$ cat src/rtl/alu_seq_param_if.sv
// Request/response bundle between the CPU datapath (master) and the sequential ALU (slave).
interface alu_seq_param_if #(
    parameter int WIDTH = 8
);
    logic                   start;
    logic [WIDTH-1:0]       a;
    logic [WIDTH-1:0]       b;
    logic [1:0]             op;
    logic [2*WIDTH-1:0]     result;
    logic                   busy;
    logic                   done;
    logic                   dz;
    logic                   ovf;
    logic [2:0]             state;

    modport master (
        output start, a, b, op,
        input  result, busy, done, dz, ovf, state
    );

    modport slave (
        input  start, a, b, op,
        output result, busy, done, dz, ovf, state
    );
endinterface

$ cat src/rtl/alu_seq_param.sv
// Signed ADD/SUB/MUL(Booth)/DIV(restoring) ALU with start/busy/done handshake.
// Optional macro ALU_REM_EN packs {remainder, quotient} into the DIV result and enables ovf.
module alu_seq_param #(
    parameter int WIDTH = 8
) (
    input  logic            clk,
    input  logic            rst,
    alu_seq_param_if.slave  bus
);
    localparam int CW = $clog2(WIDTH);
    localparam logic [1:0] OP_SUB = 2'b01;
    localparam logic [1:0] OP_MUL = 2'b10;
    localparam logic [1:0] OP_DIV = 2'b11;

    typedef enum logic [2:0] {
        S_IDLE   = 3'b000,
        S_ADDSUB = 3'b001,
        S_MUL    = 3'b011,
        S_DIV    = 3'b100,
        S_DONE   = 3'b101
    } state_t;

    state_t             r_state, w_state_next;
    logic [WIDTH-1:0]   r_a, r_b, r_q;
    logic [1:0]         r_op;
    logic [WIDTH:0]     r_acc;
    logic               r_qm1, r_init, r_busy, r_done, r_dz;
    logic [CW-1:0]      r_cnt;
    logic [2*WIDTH-1:0] r_result;

    logic               w_last;
    logic [WIDTH:0]     w_sum, w_mcand, w_mul_sum;
    logic [WIDTH-1:0]   w_a_abs, w_b_abs;
    logic [WIDTH:0]     w_div_shift, w_div_diff, w_div_r_next;
    logic               w_div_ge;
    logic [WIDTH-1:0]   w_div_q_next;
    logic [WIDTH:0]     w_q_mag, w_q_signed;
    logic [2*WIDTH-1:0] w_addsub_result, w_dz_result, w_div_result;

    assign w_last = !r_init && (r_cnt == '0);

    // ADD/SUB in WIDTH+1 bits is always exact
    assign w_sum = (r_op == OP_SUB) ? ({r_a[WIDTH-1], r_a} - {r_b[WIDTH-1], r_b})
                                    : ({r_a[WIDTH-1], r_a} + {r_b[WIDTH-1], r_b});

    // Booth step; the extra accumulator bit keeps acc - (-2^(W-1)) from wrapping
    assign w_mcand = {r_a[WIDTH-1], r_a};
    always_comb begin
        w_mul_sum = r_acc;
        case ({r_q[0], r_qm1})
            2'b01:   w_mul_sum = r_acc + w_mcand;
            2'b10:   w_mul_sum = r_acc - w_mcand;
            default: w_mul_sum = r_acc;
        endcase
    end

    // Restoring step on magnitudes; |min| still fits as an unsigned WIDTH-bit value
    assign w_a_abs      = r_a[WIDTH-1] ? -r_a : r_a;
    assign w_b_abs      = r_b[WIDTH-1] ? -r_b : r_b;
    assign w_div_shift  = {r_acc[WIDTH-1:0], r_q[WIDTH-1]};
    assign w_div_diff   = w_div_shift - {1'b0, w_b_abs};
    assign w_div_ge     = !w_div_diff[WIDTH];
    assign w_div_r_next = w_div_ge ? w_div_diff : w_div_shift;
    assign w_div_q_next = {r_q[WIDTH-2:0], w_div_ge};
    assign w_q_mag      = {1'b0, w_div_q_next};
    assign w_q_signed   = (r_a[WIDTH-1] ^ r_b[WIDTH-1]) ? -w_q_mag : w_q_mag;

`ifdef ALU_REM_EN
    logic [WIDTH-1:0] w_r_signed;
    logic             r_ovf;
    assign w_r_signed   = r_a[WIDTH-1] ? -w_div_r_next[WIDTH-1:0] : w_div_r_next[WIDTH-1:0];
    assign w_div_result = {w_r_signed, w_q_signed[WIDTH-1:0]};
    assign w_dz_result  = {r_a, {WIDTH{1'b1}}};
    assign bus.ovf      = r_ovf;
`else
    assign w_div_result = {{(WIDTH-1){w_q_signed[WIDTH]}}, w_q_signed};
    assign w_dz_result  = {(2*WIDTH){1'b1}};
    assign bus.ovf      = 1'b0;
`endif

    assign w_addsub_result = (r_op == OP_DIV) ? w_dz_result
                                              : {{(WIDTH-1){w_sum[WIDTH]}}, w_sum};

    always_ff @(posedge clk) begin
        if (rst) r_state <= S_IDLE;
        else     r_state <= w_state_next;
    end

    always_comb begin
        w_state_next = r_state;
        case (r_state)
            S_IDLE: begin
                if (bus.start) begin
                    if (bus.op == OP_MUL)
                        w_state_next = S_MUL;
                    else if (bus.op == OP_DIV && bus.b != '0)
                        w_state_next = S_DIV;
                    else
                        w_state_next = S_ADDSUB;
                end
            end
            S_ADDSUB:     w_state_next = S_DONE;
            S_MUL, S_DIV: if (w_last) w_state_next = S_DONE;
            S_DONE:       w_state_next = S_IDLE;
            default:      w_state_next = S_IDLE;
        endcase
    end

    // The first MUL/DIV cycle loads working registers from the latched operands
    always_ff @(posedge clk) begin
        if (rst) begin
            r_a <= '0; r_b <= '0; r_op <= '0; r_q <= '0; r_acc <= '0;
            r_qm1 <= 1'b0; r_init <= 1'b0; r_busy <= 1'b0; r_done <= 1'b0;
            r_dz <= 1'b0; r_cnt <= '0; r_result <= '0;
`ifdef ALU_REM_EN
            r_ovf <= 1'b0;
`endif
        end else begin
            r_done <= 1'b0;
            case (r_state)
                S_IDLE: begin
                    if (bus.start) begin
                        r_a    <= bus.a;
                        r_b    <= bus.b;
                        r_op   <= bus.op;
                        r_busy <= 1'b1;
                        r_dz   <= 1'b0;
                        r_init <= 1'b1;
`ifdef ALU_REM_EN
                        r_ovf  <= 1'b0;
`endif
                    end
                end
                S_ADDSUB: begin
                    r_result <= w_addsub_result;
                    r_dz     <= (r_op == OP_DIV);
                    r_busy   <= 1'b0;
                    r_done   <= 1'b1;
                end
                S_MUL, S_DIV: begin
                    if (r_init) begin
                        r_acc  <= '0;
                        r_q    <= (r_state == S_MUL) ? r_b : w_a_abs;
                        r_qm1  <= 1'b0;
                        r_cnt  <= CW'(WIDTH - 1);
                        r_init <= 1'b0;
                    end else begin
                        if (r_state == S_MUL) begin
                            r_acc <= {w_mul_sum[WIDTH], w_mul_sum[WIDTH:1]};
                            r_q   <= {w_mul_sum[0], r_q[WIDTH-1:1]};
                            r_qm1 <= r_q[0];
                        end else begin
                            r_acc <= w_div_r_next;
                            r_q   <= w_div_q_next;
                        end
                        if (w_last) begin
                            r_result <= (r_state == S_MUL) ? {w_mul_sum, r_q[WIDTH-1:1]}
                                                           : w_div_result;
`ifdef ALU_REM_EN
                            r_ovf    <= (r_state == S_DIV) &&
                                        (w_q_signed[WIDTH] != w_q_signed[WIDTH-1]);
`endif
                            r_busy   <= 1'b0;
                            r_done   <= 1'b1;
                        end else begin
                            r_cnt <= r_cnt - CW'(1);
                        end
                    end
                end
                default: ;
            endcase
        end
    end

    assign bus.result = r_result;
    assign bus.busy   = r_busy;
    assign bus.done   = r_done;
    assign bus.dz     = r_dz;
    assign bus.state  = r_state;
endmodule

$ cat src/flat_wrapper.sv
// flat-port wrapper written by rule: the top's interface ports become plain ports
module alu_seq_param_flat 
#(
    parameter int WIDTH = 8
)
  (clk, rst, bus_start, bus_a, bus_b, bus_op, bus_result, bus_busy, bus_done, bus_dz, bus_ovf, bus_state);
  alu_seq_param_if #(.WIDTH(WIDTH)) bus_i ();
  input  logic clk;
  input  logic rst;
  input wire logic [$bits(bus_i.start)-1:0] bus_start;
  input wire logic [$bits(bus_i.a)-1:0] bus_a;
  input wire logic [$bits(bus_i.b)-1:0] bus_b;
  input wire logic [$bits(bus_i.op)-1:0] bus_op;
  output wire logic [$bits(bus_i.result)-1:0] bus_result;
  output wire logic [$bits(bus_i.busy)-1:0] bus_busy;
  output wire logic [$bits(bus_i.done)-1:0] bus_done;
  output wire logic [$bits(bus_i.dz)-1:0] bus_dz;
  output wire logic [$bits(bus_i.ovf)-1:0] bus_ovf;
  output wire logic [$bits(bus_i.state)-1:0] bus_state;
  assign bus_i.start = bus_start;
  assign bus_i.a = bus_a;
  assign bus_i.b = bus_b;
  assign bus_i.op = bus_op;
  assign bus_result = bus_i.result;
  assign bus_busy = bus_i.busy;
  assign bus_done = bus_i.done;
  assign bus_dz = bus_i.dz;
  assign bus_ovf = bus_i.ovf;
  assign bus_state = bus_i.state;
  alu_seq_param #(.WIDTH(WIDTH)) u_core (.clk(clk), .rst(rst), .bus(bus_i));
endmodule
$ cat config.mk
export PLATFORM = sky130hd
export DESIGN_NAME = alu_seq_param_flat
export DESIGN_NICKNAME = d
export VERILOG_FILES = /design/src/rtl/alu_seq_param_if.sv /design/src/rtl/alu_seq_param.sv /design/src/flat_wrapper.sv
export SDC_FILE = /design/constraint.sdc
export NUM_CORES = 1
export LEC_CHECK = 0
export CAP_MARGIN = 20
export CORE_ASPECT_RATIO = 0.8
export CORE_MARGIN = 2
export CORE_UTILIZATION = 30
export DETAILED_ROUTE_END_ITERATION = 12
export SYNTH_ARGS = -nofsm -noshare
export SYNTH_HDL_FRONTEND = slang
export SYNTH_SLANG_ARGS = --single-unit
$ cat constraint.sdc
create_clock -name clk -period 6.35 [get_ports clk]
set_input_delay 1.5875 -clock clk [delete_from_list [all_inputs] [get_ports clk]]
set_output_delay 1.5875 -clock clk [all_outputs]
set_load 0.02 [all_outputs]
# Word level (Yosys, flattened, before mapping)
# Index checks and enable logic that the tools add are counted.
[word_totals]
elab_cells = 92
reg_bits = 62
out_inout_bits = 23
input_bits = 21
[classes]
bitwise = 1
add_sub_neg = 9
n_reduce_logical = 21
n_mux = 35
eq_ne = 13
[op_table]
columns = ["operator", "n"]
rows = [
  ["$mux 16", 4],
  ["$mux 9", 5],
  ["$mux 8", 5],
  ["$pmux 16 s2", 1],
  ["$mux 3", 6],
  ["$pmux 9 s2", 1],
  ["$neg 8->8", 2],
  ["$reduce_and 2->1", 6],
  ["$add 8x8->9", 1],
  ["$add 9x9->9", 1],
  ["$neg 8->9", 1],
  ["$pmux 3 s3", 1],
  ["$sub 8x8->9", 1],
  ["$sub 9x8->9", 1],
  ["$sub 9x9->9", 1],
  ["$eq 2x2->1 const B", 4],
  ["$mux 1", 8],
  ["$reduce_bool 2->1", 4],
  ["$reduce_bool 8->1", 1],
  ["$logic_not 3->1", 2],
  ["$pmux 1 s2", 3],
  ["$eq 2x1->1 const B", 2],
  ["$ne 2x1->1 const B", 2],
  ["$ne 2x2->1 const B", 2],
  ["other kinds (12)", 14],
]

# Longest topological paths before layout
# Gate-level depths: netlist of run 1.
[depth]
ltp_word = 10
depth_mapped = 20
depth_no_buf = 20

# Worst setup path before layout of run 1
# No wires, ideal clock.
[synth_path]
path_type = "register to register"
startpoint = "reg u_core.r_b[7]"
endpoint = "reg u_core.r_result[10], in the netlist u_core.bus.result[10]"
arrival_time_ns = 3.987
path_buffers = 2
required_time_ns = 6.215
path_stages_with_launch = 20
setup_ns = 0.135
period_less_slack_ns = 4.122
setup_slack_ns = 2.228
path_cell_list = "dfxtp_1 -> clkbuf_1 -> clkbuf_1 -> nor2b_1 -> xnor2_1 -> ha_1 -> nor2b_1 -> o31a_1 -> o21ai_0 -> nand2b_1 -> a21o_1 -> a21o_1 -> ha_1 -> clkinv_1 -> ha_1 -> nand4b_1 -> a31oi_1 -> o21ai_0 -> a211oi_2 -> a211oi_1"
[synth_between]
elab_chain_cells = 10
word_cells_on_any_way = 15
classes_between = "add/sub (5); mux (8); bitwise (1); reduce/logical (1)"
[synth_lines]
columns = ["element", "line_no", "text"]
rows = [
  ["from (decl)", "alu_seq_param.sv:24", "logic [WIDTH-1:0] r_a, r_b, r_q;"],
  ["from (signal assigned)", "alu_seq_param.sv:124", "r_b <= bus.b;"],
  ["$neg 8->8", "alu_seq_param.sv:59", "assign w_b_abs = r_b[WIDTH-1] ? -r_b : r_b;"],
  ["$mux 8", "alu_seq_param.sv:59", ""],
  ["$sub 9x8->9", "alu_seq_param.sv:61", "assign w_div_diff = w_div_shift - {1'b0, w_b_abs};"],
  ["$logic_not 1->1", "alu_seq_param.sv:62", "assign w_div_ge = !w_div_diff[WIDTH];"],
  ["$neg 8->9", "alu_seq_param.sv:66", "assign w_q_signed = (r_a[WIDTH-1] ^ r_b[WIDTH-1]) ? -w_q_mag : w_q_mag;"],
  ["$mux 9", "alu_seq_param.sv:66", ""],
  ["$mux 16", "alu_seq_param.sv:157", "r_result <= (r_state == S_MUL) ? {w_mul_sum, r_q[WIDTH-1:1]}"],
  ["$mux 16", "alu_seq_param.sv:156", "if (w_last) begin"],
  ["$mux 16", "alu_seq_param.sv:141", "if (r_init) begin"],
  ["$pmux 16 s2 *", "alu_seq_param.sv:120", "case (r_state)"],
  ["to (signal assigned)", "alu_seq_param.sv:135", "r_result <= w_addsub_result;"],
  ["to (signal assigned)", "alu_seq_param.sv:157", ""],
  ["to (decl)", "alu_seq_param.sv:29", "logic [2*WIDTH-1:0] r_result;"],
]
# Every way passes the cells marked *; elsewhere a longest branch is shown, timed or not. The select of a mux whose other input is x is not followed.
# A chain may end at the register's enable or synchronous reset.

# Worst setup path in the final report of run 1
[layout_path]
startpoint = "reg u_core.r_b[0]"
endpoint = "reg u_core.r_result[9], in the netlist u_core.bus.result[9]"
# Same word-level chain as after synthesis.

==> flow_summary.ini, run 1 <==
[run_status]
status = complete, no violations

[worst_setup_path]
end_kind = register
cp.required_ns = 6.54
crit_arrival_ns = 4.96
critPathKind = register to register
startpoint_type = register
path_max_fanout = 14

[sta]
fmax_ghz = 0.210
slew_headroom_pct = 35.5
rsz0062_at_grt = no
fin_setup_tns_ns = 0
hold_ws_ns = 0.449
setup_viol = 0
period_share_pct = 75.1
finalHoldViolCount = 0
fin_skew_ns = 0.0102
maxSlewViolCount = 0
tightest_slew_ns = 0.968
min_period_ns = 4.77

[cts]
cts_tree = yes
htree_levels = 3
numCtsBuffers = 9
cts_resized = 0
cts.clk_slew.worst_paths_ns = 0.05
insertion_delay_ns = 0.34
root_buffer = clkbuf_16
post_cts_buffers = 0
clockBufferDepth = 2
cts_sinks = 62
cts_hold_buf = 0

[floorplan]
start_util_pct = 30.4
die_x_um = 144
die_h_um = 116
rows = 41
core_um2 = 15600
dieArea_um2 = 16800
pin_count = 44

[logic_synthesis]
synth_flop_cell = dfxtp_1
ys_seq_area_share_pct = 26.2
netlist_area_um2 = 4730
synth-seq-cells = 62
synth_cell_types = 70
synthArstFlopShare_pct = 0
synth-edff-count = 0
yosysWarnings = 0
syn_avg_cell_area_um2 = 7.62
syn_inst = 621
syn_nets = 678

[power_and_ir_drop]
seqPwrFrac_pct = 20.0
pwr-share-comb_pct = 61.6
p_int_mw = 1.66
p_per_area_nw_per_um2 = 547
peakVddDrop_mv = 0.189
total_leakage_power_nw = 2.11
p_switching_mw = 1.43
p_total_mw = 3.09
clkPwrFrac_pct = 18.3
p_sw_share_pct = 46.2

[placement]
place_congestion = 0.920
port_buffers = 42
post-dp-hpwl_um = 10600

[worst_hold_path]
hp-class = register to register

[cells_and_area]
fin_nets = 699
post-route-util_pct = 36.2
final_cell_mix = 94 x nand2_1, 62 x dfxtp_1, 61 x nor2_1
n_antenna_cell = 0
drive_above_1_share_pct = 5.87
area_growth_pct = 19.4
final_common_cell = nand2_1

[global_route]
grt_first_pass_wirelength_um = 23000
antenna_found_initial = 0
gr-usage-all-layers_pct = 17.6
grt_pass1_vias = 4146
grt_overflow = 0
grt_max_degree = 56

[detailed_routing]
route.detailed.drc = 0
ant_nets = 0
routed_via_density = 5.29
firstDrtPassIters = 5
vias = 4562
wire_per_inst_um = 16.3
drt-total-wl_um = 14000
first_iter_violations = 419

[run]
drv_cap = 0
power groups by stage:
stage	Clock (mW)	Combinational, mW	Sequential (mW)
floorplan	0	1.37	0.619
global placement	0	1.87	0.623
detailed placement	0	1.87	0.625
CTS	0.575	1.88	0.618
global route	0.590	2.14	0.636
finish	0.566	1.90	0.619
registers in the layout, summed over array words and instances (netlist names), 2 cells and up:
| name | flops |
|---|---|
| u_core.bus.state | 3 |
| u_core.r_a | 8 |
| u_core.r_cnt | 3 |
| u_core.bus.result | 16 |
| u_core.r_b | 8 |
| u_core.r_acc | 9 |
| u_core.r_q | 8 |
| u_core.r_op | 2 |
synth_stat cells (all sizes together), types with 6 or more instances:
| cell | n | area [um^2] |
|---|---|---|
| nand2 | 95 | 359 |
| nor2 | 63 | 241 |
| dfxtp | 62 | 1240 |
| a21oi | 51 | 259 |
| o21ai | 37 | 185 |
| ha | 33 | 413 |
| clkbuf | 27 | 101 |
| xnor2 | 24 | 210 |
| xor2 | 20 | 175 |
| inv | 18 | 67.6 |
| a211oi | 16 | 125 |
| nor3 | 16 | 80.1 |
| buf | 11 | 53.8 |
| nor2b | 11 | 68.8 |
| o21a | 10 | 75.1 |
| nand2b | 9 | 56.3 |
| a221oi | 8 | 70.1 |
| nand3 | 8 | 40.0 |
| a21o | 7 | 52.6 |
| a31oi | 6 | 37.5 |
| nand3b | 6 | 45.0 |
worst paths after layout:
path	from	end	slack [ns]	cells after the start
max	u_core.r_b[0]	u_core.bus.result[9]	1.58	19
min reg2reg	u_core.bus.result[7]	u_core.bus.result[7]	0.45	2
min	u_core.bus.result[7]	u_core.bus.result[7]	0.45	2
max reg2reg	u_core.r_b[0]	u_core.bus.result[9]	1.58	19
logic make-up (layout without fill, tap and decap cells):
group / count (synthesis) / count (layout) / synth area share [%]
multiplexers: 10 / 10 / 3.20
XOR/XNOR: 44 / 44 / 8.14
buffers and inverters: 57 / 83 / 4.78
AO/OA/AOI/OAI: 173 / 173 / 23.6
adder cells (fa/ha/maj): 36 / 36 / 9.99
flip-flops: 62 / 62 / 26.2
AND/OR/NAND/NOR: 238 / 238 / 24.0
other: 1 / 1 / 0.0792
layout make-up:
type                            instances  area (um^2)
Fill cell                            1691         9940
Sequential cell                        62         1240
Tap cell                              215          269
Multi-Input combinational cell        502         3270
Timing Repair Buffer                   48          460
Clock inverter                          6          109
Inverter                               19         71.3
Clock buffer                           10          229
routing by layer:
layer	part of all wire, %	wire, um	vias to the layer above	global-route usage, %
met5	0	0	-	0
met4	0.66	93	0	3.11
met3	8.4	1180	11	6.56
met2	38	5360	145	23.3
met1	53	7390	2144	26.8
li1	-	-	2262	-
stage by stage:
| stage | setup WS, ns | cells | area, um^2 |
|---|---|---|---|
| after floorplan | 2.23 | 621 | 4730 |
| after global placement | 1.73 | 846 | 5310 |
| after detailed placement | 1.59 | 846 | 5310 |
| after CTS | 1.58 | 862 | 5650 |
| after global routing | 1.14 | 862 | 5650 |
| final | 1.58 | 862 | 5650 |
worst max-delay path: stages, from the launching register on:
cell and delay [ns]:
dfxtp_1 0.47, inv_1 0.08, ha_1 0.25, nor2b_1 0.15
xnor2_1 0.14, ha_1 0.28, nor2b_1 0.16, o31a_1 0.26
o21ai_0 0.15, nand2b_1 0.10, a21o_1 0.18, a21o_1 0.18
ha_1 0.45, clkinv_1 0.25, ha_1 0.25, nand4b_1 0.10
a31oi_1 0.39, o21ai_0 0.16, a211oi_2 0.45, a211oi_1 0.14
Note: power is estimated with default switching activity, not from simulation.
==> inputs of run 2 (changes only) <==
Clock period 6.35 ns to 4.8 ns, I/O delays scaled along.
==> flow_summary.ini, run 2 (synthesized netlist as in run 1, its figures left out) <==
[run_status]
status = complete, no violations

[cells_and_area]
largest_register_ffs = 16
fin_nets = 702
final_cell_mix = 94 x nand2_1, 62 x dfxtp_1, 61 x nor2_1
area_growth_pct = 18.9
final_cells = 864
post-route-util_pct = 36.1
final_common_cell = nand2_1
drive_above_1_share_pct = 6.16
n_antenna_cell = 0

[cts]
insertion_delay_ns = 0.34
numCtsBuffers = 9
htree_levels = 3
cts_sinks = 62
cts.clk_slew.worst_paths_ns = 0.05
cts_hold_buf = 0
clockBufferDepth = 2
post_cts_buffers = 0
cts_resized = 0
cts_tree = yes
root_buffer = clkbuf_16

[floorplan]
core_um2 = 15600
die_x_um = 144
start_util_pct = 30.4
rows = 41
pin_count = 44
die_h_um = 116
dieArea_um2 = 16800

[sta]
slew_headroom_pct = 34.7
period_share_pct = 92.1
fin_skew_ns = 0.00790
min_period_ns = 4.42
fin_ws_ns = 0.379
tightest_slew_ns = 0.976
fin_setup_tns_ns = 0
setup_viol = 0
maxSlewViolCount = 0
fmax_ghz = 0.226
rsz0062_at_grt = no
finalHoldViolCount = 0

[worst_setup_path]
path_depth = 19
rr_worst_depth = 19
critPathTopFamily = compound AO/OA/AOI/OAI gates
crit_top_cell = ha_1
cp.required_ns = 5.00
timing.critical_path.cells = inv_1 > ha_1 > nor2b_1 > xnor2_1 > ha_1 > nor2b_1 > o31a_1 > o21ai_0 > nand2b_1 > a21o_1 > a21o_1 > ha_1 > clkinv_1 > ha_1 > nand4b_1 > a31oi_1 > o21ai_0 > a211oi_2 > a211oi_1
end_kind = register
crit_arrival_ns = 4.62
crit_slowest_cell = dfxtp_1
path_max_fanout = 8
startpoint_type = register
critPathKind = register to register
max_stage_delay_ns = 0.47
path_buf_inv = 2

[placement]
place_inst = 849
pre_cts_slack_ns = 0.468
place_congestion = 0.945
port_buffers = 42
post-dp-hpwl_um = 10700

[detailed_routing]
drt-total-wl_um = 14000
routed_via_density = 5.29
firstDrtPassIters = 5
wire_per_inst_um = 16.2
route.detailed.drc = 0
vias = 4572
ant_nets = 0
first_iter_violations = 401

[global_route]
grt_max_degree = 36
antenna_found_initial = 0
grt_pass1_vias = 4180
grt_first_pass_wirelength_um = 22900
gr-usage-all-layers_pct = 17.6
grt_overflow = 0

[worst_hold_path]
hp-class = register to register
hold_depth = 2

[run]
drv_cap = 0

[power_and_ir_drop]
total_leakage_power_nw = 2.10
p_per_area_nw_per_um2 = 714
peakVddDrop_mv = 0.304
-- run 2: routing by layer --
| metal | up-vias | GRT usage, % | share of wire [%] | wire, um |
|---|---|---|---|---|
| met4 | 0 | 4.01 | 1.1 | 151 |
| met1 | 2120 | 27.4 | 52 | 7250 |
| met2 | 173 | 23.8 | 38 | 5350 |
| met3 | 17 | 4.35 | 9.0 | 1260 |
| met5 | - | 0 | 0 | 0 |
| li1 | 2262 | - | - | - |
-- run 2: area by class of cell --
class | count | area (um^2)
Fill cell | 1696 | 9970
Multi-Input combinational cell | 502 | 3270
Sequential cell | 62 | 1240
Timing Repair Buffer | 51 | 483
Tap cell | 215 | 269
Clock buffer | 11 | 243
Inverter | 19 | 71.3
Clock inverter | 4 | 47.5
-- run 2: metrics by stage --
step | cell area, um^2 | power (mW) | hold slack, ns
after floorplan | 4730 | 2.63 | 0.466
after global placement | 5340 | 3.33 | 0.443
after detailed placement | 5340 | 3.33 | 0.447
after CTS | 5630 | 4.00 | 0.454
after global routing | 5630 | 4.34 | 0.474
final | 5630 | 4.02 | 0.447
-- run 2: path summary, 6_finish.rpt --
check	from	endpoint	slack [ns]
setup / recovery	u_core.r_b[0]	u_core.bus.result[14]	0.38
hold / removal	u_core.bus.result[7]	u_core.bus.result[7]	0.45
setup reg to reg	u_core.r_b[0]	u_core.bus.result[14]	0.38
hold reg to reg	u_core.bus.result[7]	u_core.bus.result[7]	0.45
-- run 2: worst reg2reg max path: stages (launching register included) --
cell and delay [ns]:
dfxtp_1 0.47, inv_1 0.08, ha_1 0.25, nor2b_1 0.15, xnor2_1 0.14, ha_1 0.28
nor2b_1 0.17, o31a_1 0.27, o21ai_0 0.19, nand2b_1 0.11, a21o_1 0.19, a21o_1 0.17
ha_1 0.29, clkinv_1 0.06, ha_1 0.20, nand4b_1 0.11, a31oi_1 0.38, o21ai_0 0.18
a211oi_2 0.47, a211oi_1 0.14
-- run 2: report_power, final --
group          switching, mW  internal (mW)
Sequential             0.176          0.642
Clock                  0.233          0.411
Combinational           1.47           1.08
Total                   1.88           2.14
